===== config.mk =====
export PLATFORM = sky130hd
export DESIGN_NAME = pwm_ramp_sequencer
export DESIGN_NICKNAME = d
export VERILOG_FILES = /design/src/rtl/pwm_pkg.sv /design/src/rtl/pwm_step_calc.sv /design/src/rtl/pwm_ramp_sequencer.sv
export SDC_FILE = /design/constraint.sdc
export NUM_CORES = 1
export LEC_CHECK = 0
export BUFFER_PORTS_ARGS = -buffer_cell sky130_fd_sc_hd__buf_4
export CAP_MARGIN = 40
export CORE_UTILIZATION = 45
export DETAILED_ROUTE_END_ITERATION = 8
export PLACE_DENSITY = 0.69
export SETUP_SLACK_MARGIN = 0.15
export SLEW_MARGIN = 15
export SYNTH_ARGS = -nofsm -noshare
export SYNTH_HDL_FRONTEND = slang
export SYNTH_SLANG_ARGS = --single-unit
export TNS_END_PERCENT = 50

===== constraint.sdc =====
create_clock -name clk -period 10.5 [get_ports clk]
set_input_delay 0.525 -clock clk [delete_from_list [all_inputs] [get_ports clk]]
set_output_delay 0.525 -clock clk [all_outputs]
set_load 0.02 [all_outputs]

===== src/rtl/pwm_pkg.sv =====
// pwm_pkg: shared types and constants for the PWM duty-cycle sequencer
package pwm_pkg;
   localparam int DUTY_W = 32;
   localparam logic [DUTY_W-1:0] DUTY_MAX_DEF = 32'd990000;
   typedef enum logic {IDLE, RAMP} state_t;
endpackage


===== src/rtl/pwm_step_calc.sv =====
// pwm_step_calc: one saturating step of cur toward tgt, never overshooting or underflowing
module pwm_step_calc
   import pwm_pkg::*;
#(
   parameter int W = 20
) (
   input  logic [DUTY_W-1:0] cur,
   input  logic [DUTY_W-1:0] tgt,
   input  logic [W-1:0]      step,
   output logic [DUTY_W-1:0] next
);
   logic [DUTY_W:0]   sum;
   logic [DUTY_W-1:0] step_ext;
   always_comb begin
      step_ext = {{(DUTY_W-W){1'b0}}, step};
      sum      = {1'b0, cur} + {1'b0, step_ext};
      next     = (step == '0 || cur == tgt) ? tgt :
                 (cur < tgt) ? ((sum > {1'b0, tgt}) ? tgt : sum[DUTY_W-1:0]) :
                 ((cur - tgt > step_ext) ? cur - step_ext : tgt);
   end
endmodule


===== src/rtl/pwm_ramp_sequencer.sv =====
// pwm_ramp_sequencer: ramps the applied PWM duty toward a clamped target on period boundaries
module pwm_ramp_sequencer
   import pwm_pkg::*;
#(
   parameter int                PERIOD_BITS = 20,
   parameter logic [DUTY_W-1:0] DUTY_MAX    = DUTY_MAX_DEF
) (
   input  logic                   clk,
   input  logic                   rst_n,
   input  logic [DUTY_W-1:0]      target,
   input  logic                   target_valid,
   output logic                   target_ready,
   input  logic [PERIOD_BITS-1:0] step,
   input  logic                   period_tick,
   input  logic                   abort,
   input  logic                   int_clear,
   output logic [DUTY_W-1:0]      duty_cycle,
   output logic                   busy,
   output logic                   done,
   output logic                   interrupt
);
   state_t            state_q, state_d;
   logic [DUTY_W-1:0] tgt_q, tgt_d, duty_q, duty_d, duty_nxt;
   logic              done_q, done_d, irq_q, irq_d;

   pwm_step_calc #(.W(PERIOD_BITS)) u_step (
      .cur  (duty_q),
      .tgt  (tgt_q),
      .step (step),
      .next (duty_nxt)
   );

   always_comb begin
      state_d = state_q;
      tgt_d   = tgt_q;
      duty_d  = duty_q;
      done_d  = 1'b0;
      irq_d   = irq_q & ~int_clear;
      if (state_q == IDLE) begin
         if (target_valid) begin
            tgt_d   = (target > DUTY_MAX) ? DUTY_MAX : target;
            irq_d   = irq_d | (target > DUTY_MAX);
            state_d = RAMP;
         end
      end else if (abort) begin
         state_d = IDLE;
      end else if (period_tick) begin
         duty_d  = duty_nxt;
         done_d  = (duty_nxt == tgt_q);
         state_d = (duty_nxt == tgt_q) ? IDLE : RAMP;
      end
   end

   always_ff @(posedge clk or negedge rst_n) begin
      if (!rst_n) begin
         state_q <= IDLE;
         tgt_q   <= '0;
         duty_q  <= '0;
         done_q  <= 1'b0;
         irq_q   <= 1'b0;
      end else begin
         state_q <= state_d;
         tgt_q   <= tgt_d;
         duty_q  <= duty_d;
         done_q  <= done_d;
         irq_q   <= irq_d;
      end
   end

   // ready is gated by reset so upstream never handshakes while held in reset
   assign target_ready = rst_n && state_q == IDLE;
   assign busy         = state_q == RAMP;
   assign done         = done_q;
   assign interrupt    = irq_q;
   assign duty_cycle   = duty_q;
endmodule

* Word level (Yosys, flattened, before mapping)
Cells that the tools add are included.
W data, S select, Z words.
** Word-level totals
- Register bits :: 67
- Output and inout port bits :: 36
- Word-level logic and storage cells :: 39
** Cells by class
- Add/subtract/negate cells :: 3
- Magnitude comparators :: 4
- Equal/unequal tests :: 2
- Muxes and demuxes :: 15
- Bitwise logic cells :: 5
- Reduce and logical (&&, ||, !) cells :: 5
** Operators with widths (number)
- $mux W32 :: 5
- $eq A32 B32 Y1 :: 2
- $add A32 B20 Y33 :: 1
- $gt A33 B32 Y1 :: 1
- $gt A32 B20 Y1 :: 1
- $gt A32 B20 Y1 const B :: 1
- $lt A32 B32 Y1 :: 1
- $sub A32 B20 Y32 :: 1
- $sub A32 B32 Y32 :: 1
- $logic_not A20 Y1 :: 1
- $mux W1 :: 10
- $not A1 Y1 :: 3
- $reduce_and A3 Y1 :: 1
- $reduce_and A2 Y1 :: 1
- $and A1 B1 Y1 :: 1
- $logic_and A1 B1 Y1 :: 1
- $logic_or A1 B1 Y1 :: 1
- $or A1 B1 Y1 :: 1

* Depth between registers and ports, before layout
- Depth after elaboration :: 10
- Depth in mapped cells :: 27

* Cells and area by module
A second synthesis with hierarchy kept.
** Unflattened totals
- Cells, all modules :: 1216
- Area total of the unflattened synthesis :: 9317.7 um^2
** Modules (own cells, without submodules)
- pwm_step_calc :: times used 1, cells an instance 954, area each 6364.9 um^2
- pwm_ramp_sequencer :: times used 1, cells an instance 262, area each 2952.8 um^2

* Worst setup path after synthesis
OpenSTA, ideal clock, no wires.
- Path kind :: input port to flip-flop
- From :: in step[0]
- To :: reg state_q (netlist: busy)
- Data arrival time :: 5.624 ns
- Required time :: 10.374 ns
- Slack :: 4.750 ns
- Stages :: 23
- Path buffers :: 0
- Cell sequence :: ha_1 > fa_1 > nor2b_1 > o311ai_0 > and3_1 > or2_2 > nand2_1 > a2111oi_0 > a311oi_1 > ha_1 > a21oi_1 > o21ai_0 > a211o_1 > or4_1 > o2111ai_1 > nand3_1 > nor3_1 > a311o_1 > a21oi_1 > a2111oi_4 > o2111ai_1 > nand3b_1 > o32a_1
** On the way
- Word-level cells in the longest chain between the ends :: 10
** Ends and longest elaborated chain
- from (decl) :: line pwm_ramp_sequencer.sv:13 : input logic [PERIOD_BITS-1:0] step,
- $add A32 B20 Y33 :: line pwm_step_calc.sv:16 : sum = {1'b0, cur} + {1'b0, step_ext};
- $gt A33 B32 Y1 :: line pwm_step_calc.sv:18 : (cur < tgt) ? ((sum > {1'b0, tgt}) ? tgt : sum[DUTY_W-1:0]) :
- $mux W32 (2 in a row) :: line pwm_step_calc.sv:18
- $mux W32 * :: line pwm_step_calc.sv:17 : next = (step == '0 || cur == tgt) ? tgt :
- $eq A32 B32 Y1 * :: line pwm_ramp_sequencer.sv:50 : state_d = (duty_nxt == tgt_q) ? IDLE : RAMP;
- $mux W1 * :: line pwm_ramp_sequencer.sv:50
- $mux W1 * :: line pwm_ramp_sequencer.sv:47 : end else if (period_tick) begin
- $mux W1 * :: line pwm_ramp_sequencer.sv:45 : end else if (abort) begin
- $mux W1 * :: line pwm_ramp_sequencer.sv:39 : if (state_q == IDLE) begin
- via state_d :: line pwm_ramp_sequencer.sv:22 : state_t state_q, state_d;
- to (signal assigned) :: line pwm_ramp_sequencer.sv:62 : state_q <= state_d;
- to (decl) :: line pwm_ramp_sequencer.sv:22
The timed path passes the listed nets; every way through them passes the cells marked *.
A chain may end at the register's enable or synchronous reset.

* Worst setup path in the final report
- From :: reg duty_q[0] (netlist: duty_cycle[0])
- To :: reg state_q (netlist: busy)
** On the way
- Word-level cells in the longest chain between the ends :: 10
** Ends and longest elaborated chain
- from (decl) :: line pwm_ramp_sequencer.sv:23 : logic [DUTY_W-1:0] tgt_q, tgt_d, duty_q, duty_d, duty_nxt;
- from (signal assigned) :: line pwm_ramp_sequencer.sv:64 : duty_q <= duty_d;
- $add A32 B20 Y33 / $sub A32 B32 Y32 (equally long branches) :: line pwm_step_calc.sv:16, pwm_step_calc.sv:19
- $gt A33 B32 Y1 / $gt A32 B20 Y1 (equally long branches) :: line pwm_step_calc.sv:18, pwm_step_calc.sv:19
- $mux W32, on equally long branches :: line pwm_step_calc.sv:18, pwm_step_calc.sv:19
- $mux W32 :: line pwm_step_calc.sv:18
- $mux W32 * :: line pwm_step_calc.sv:17
- $eq A32 B32 Y1 * :: line pwm_ramp_sequencer.sv:50
- $mux W1 * :: line pwm_ramp_sequencer.sv:50
- $mux W1 * :: line pwm_ramp_sequencer.sv:47
- $mux W1 * :: line pwm_ramp_sequencer.sv:45
- $mux W1 * :: line pwm_ramp_sequencer.sv:39
- via state_d :: line pwm_ramp_sequencer.sv:22
Marked as above.

==> flow_summary.toml <==
[timing]
fin_crit_sh = 0.684
tightest_slew_ps = 929
fmaxAchievable_ghz = 0.139
hold_viol = 0
relSlewSlack = 0.379
rsz0062_at_grt = "false"
fin_crit_ps = 7180
finalClockSkew_ps = 16.2
setup_viol = 0
hold_ws_ps = 96.6
drv_slew = 0
fin_ws_ps = 3320
tns_ps = 0

[synthesis]
ys_seq_area_frac = 0.164
syn_inst = 1397
yosys.area.top_type = "dfrtp_1"
ys_ff_latch = 67
syn_area_mm2 = 0.0103
synthesis.nets = 1582
synth_top_area_frac = 0.164
synth.area.top_cells = "dfrtp_1 (16%), ha_1 (15%), o21ai_0 (6.3%)"
synth_edf_count = 0
synth_common_cells = "nor2_1 (140), o21ai_0 (129), ha_1 (124)"
synth-main-ff-cell = "dfrtp_1"
yosysUniqueCellTypes = 87
avgSynthCellArea_um2 = 7.34
yosysMostFrequentCell = "nor2_1"
yosys_warnings = 0
async_reset_ff_frac = 1.00

[clocking]
cts.path.max_buffers = 2
cts-root-buf = "clkbuf_16"
cts-hold-fix-buffers = 0
cts_max_level = 3
cts_buffers = 9
clkSinkCount = 67
worstSkewPairLatency_ps = 360
cts.reportedPaths.clkPinSlew_ps = 70
cts_tree = "done"
post_cts_buffers = 0
post_cts_resized = 0

[detailed_routing]
drt-initial-drc-count = 1493
vias = 11450
wire_per_inst_um = 24.1
wl_um = 41700
ant_nets = 0
drc = 0
vias_per_cell = 6.62
drt_first_pass_iters = 6

[grt]
grt_pass1_vias = 10689
grt_pass1_wl_um = 63700
grt_max_degree = 46
grt_antenna_before_repair = 2
track_usage = 0.356
grt_overflow_total = 0

[status]
status = "finished clean"

[floorplan]
core_mm2 = 0.0221
die_width_um = 153
ioPinCount = 94
dieArea_mm2 = 0.0234
die_y_um = 153
row_count = 54
start_util = 0.464

[worst_setup_path]
r2r_cells = 25
cp-end-kind = "flop"
r2r-end = "busy"
r2r_start = "duty_cycle[0]"
startpoint = "duty_cycle[0]"
worstSetupStartpointType = "flop"
cp_data_required_time_ps = 10750
path_class = "reg2reg"
cp_max_fo = 10
arrival_ps = 7430
reg2reg_slack_ps = 3320

[place]
io_buffers = 93
post-place-cells = 1713
gp_congestion = 0.996
post-place-ws_ps = 3260
dp_hpwl_um = 33300

[cells_and_area]
final_cell_count_no_fill = 1729
final_layout_size_suffix_gt1_frac = 0.104
fill_cells = 2242
n_antenna_cell = 0
nets = 1629
area_growth_pct = 11.2

[worst_hold_path]
hp-class = "in2async"

[power_and_ir_drop]
worst_ir_drop_vdd_mv = 0.171
power.density_mw_per_mm2 = 380
leakagePower_nw = 4.91
finalPower_mw = 4.33

[flow_run]
drv_cap = 0
-- cells in the final DEF, fill, tap and decap left out, types with 17 or more instances in the layout --
master,netlist,final
a21o_1,20,20
a21oi_1,121,120
a22oi_1,17,17
buf_4,1,102
dfrtp_1,67,67
ha_1,124,124
inv_1,95,95
nand2_1,119,118
nand3_1,39,39
nand4_1,27,27
nor2_1,140,140
nor3_1,22,22
nor4_1,21,21
o211ai_1,19,19
o21ai_0,129,129
o22ai_1,23,23
xnor2_1,70,70
xor2_1,21,21
-- routing by layer --
layer	part of all wire	GRT usage
met2	0.42	0.530
met1	0.45	0.520
met3	0.098	0.0491
met5	0.00065	0
met4	0.029	0.123
-- critical path: stages (launching register included) --
cell and delay, ps:
dfrtp_1 410, ha_1 210, fa_1 390, nor2b_1 170
o311ai_0 460, and3_1 390, o21a_1 220, o31ai_1 110
a21oi_1 180, o21bai_1 100, xnor2_1 550, inv_1 100
ha_1 320, nand4_1 140, nor3_1 410, a211o_1 220
or4_1 100, o2111ai_1 230, nand3_1 410, nor2_1 110
o31ai_1 590, o41ai_1 140, nor4_1 410, o2111ai_1 190
nand3b_1 200, o32a_1 310
-- area by class of cell --
type / instances / area [um2] / share of cell area
Multi-Input combinational cell: 1167 / 7940 / 0.696
Sequential cell: 67 / 1680 / 0.147
Timing Repair Buffer: 104 / 774 / 0.0679
Inverter: 95 / 357 / 0.0313
Tap cell: 280 / 350 / 0.0307
Clock buffer: 9 / 225 / 0.0197
Clock inverter: 7 / 81.3 / 0.00713
-- metrics by stage --
step                      area [um2]   util
after floorplan                10300      -
after global placement         11100  0.502
after detailed placement       11100  0.502
after CTS                      11400  0.516
after global routing           11400  0.516
final                          11400  0.516
-- power breakdown --
group | total [mW] | switching [mW] | internal [mW]
clock network | 0.334 | 0.146 | 0.188
logic | 3.52 | 2.24 | 1.28
registers | 0.479 | 0.163 | 0.317
total | 4.33 | 2.55 | 1.78
-- state kept, by name, indices dropped and copies added (netlist names) --
name        cells
tgt_q          32
busy            1
done            1
duty_cycle     32
interrupt       1
-- worst max path at each step --
stage | endpoint | cells after the start | slack, ps
floorplan | busy | 23 | 4750
global placement | busy | 26 | 3360
detailed placement | busy | 26 | 3260
CTS | busy | 25 | 3550
global route | busy | 25 | 2980
finish | busy | 25 | 3320
-- cells by family (layout without fill, tap and decap cells) --
family / after synthesis / count (layout) / share of synthesized area
muxes: 9 / 9 / 0.00915
buffers and inverters: 163 / 215 / 0.0646
adders and majority gates: 127 / 127 / 0.157
and+or+nand+nor: 451 / 451 / 0.215
xor gates and xnor gates: 91 / 91 / 0.0777
DFF: 67 / 67 / 0.164
AOI/OAI and AO/OA: 489 / 489 / 0.313
(Power assumes the default switching activity.)
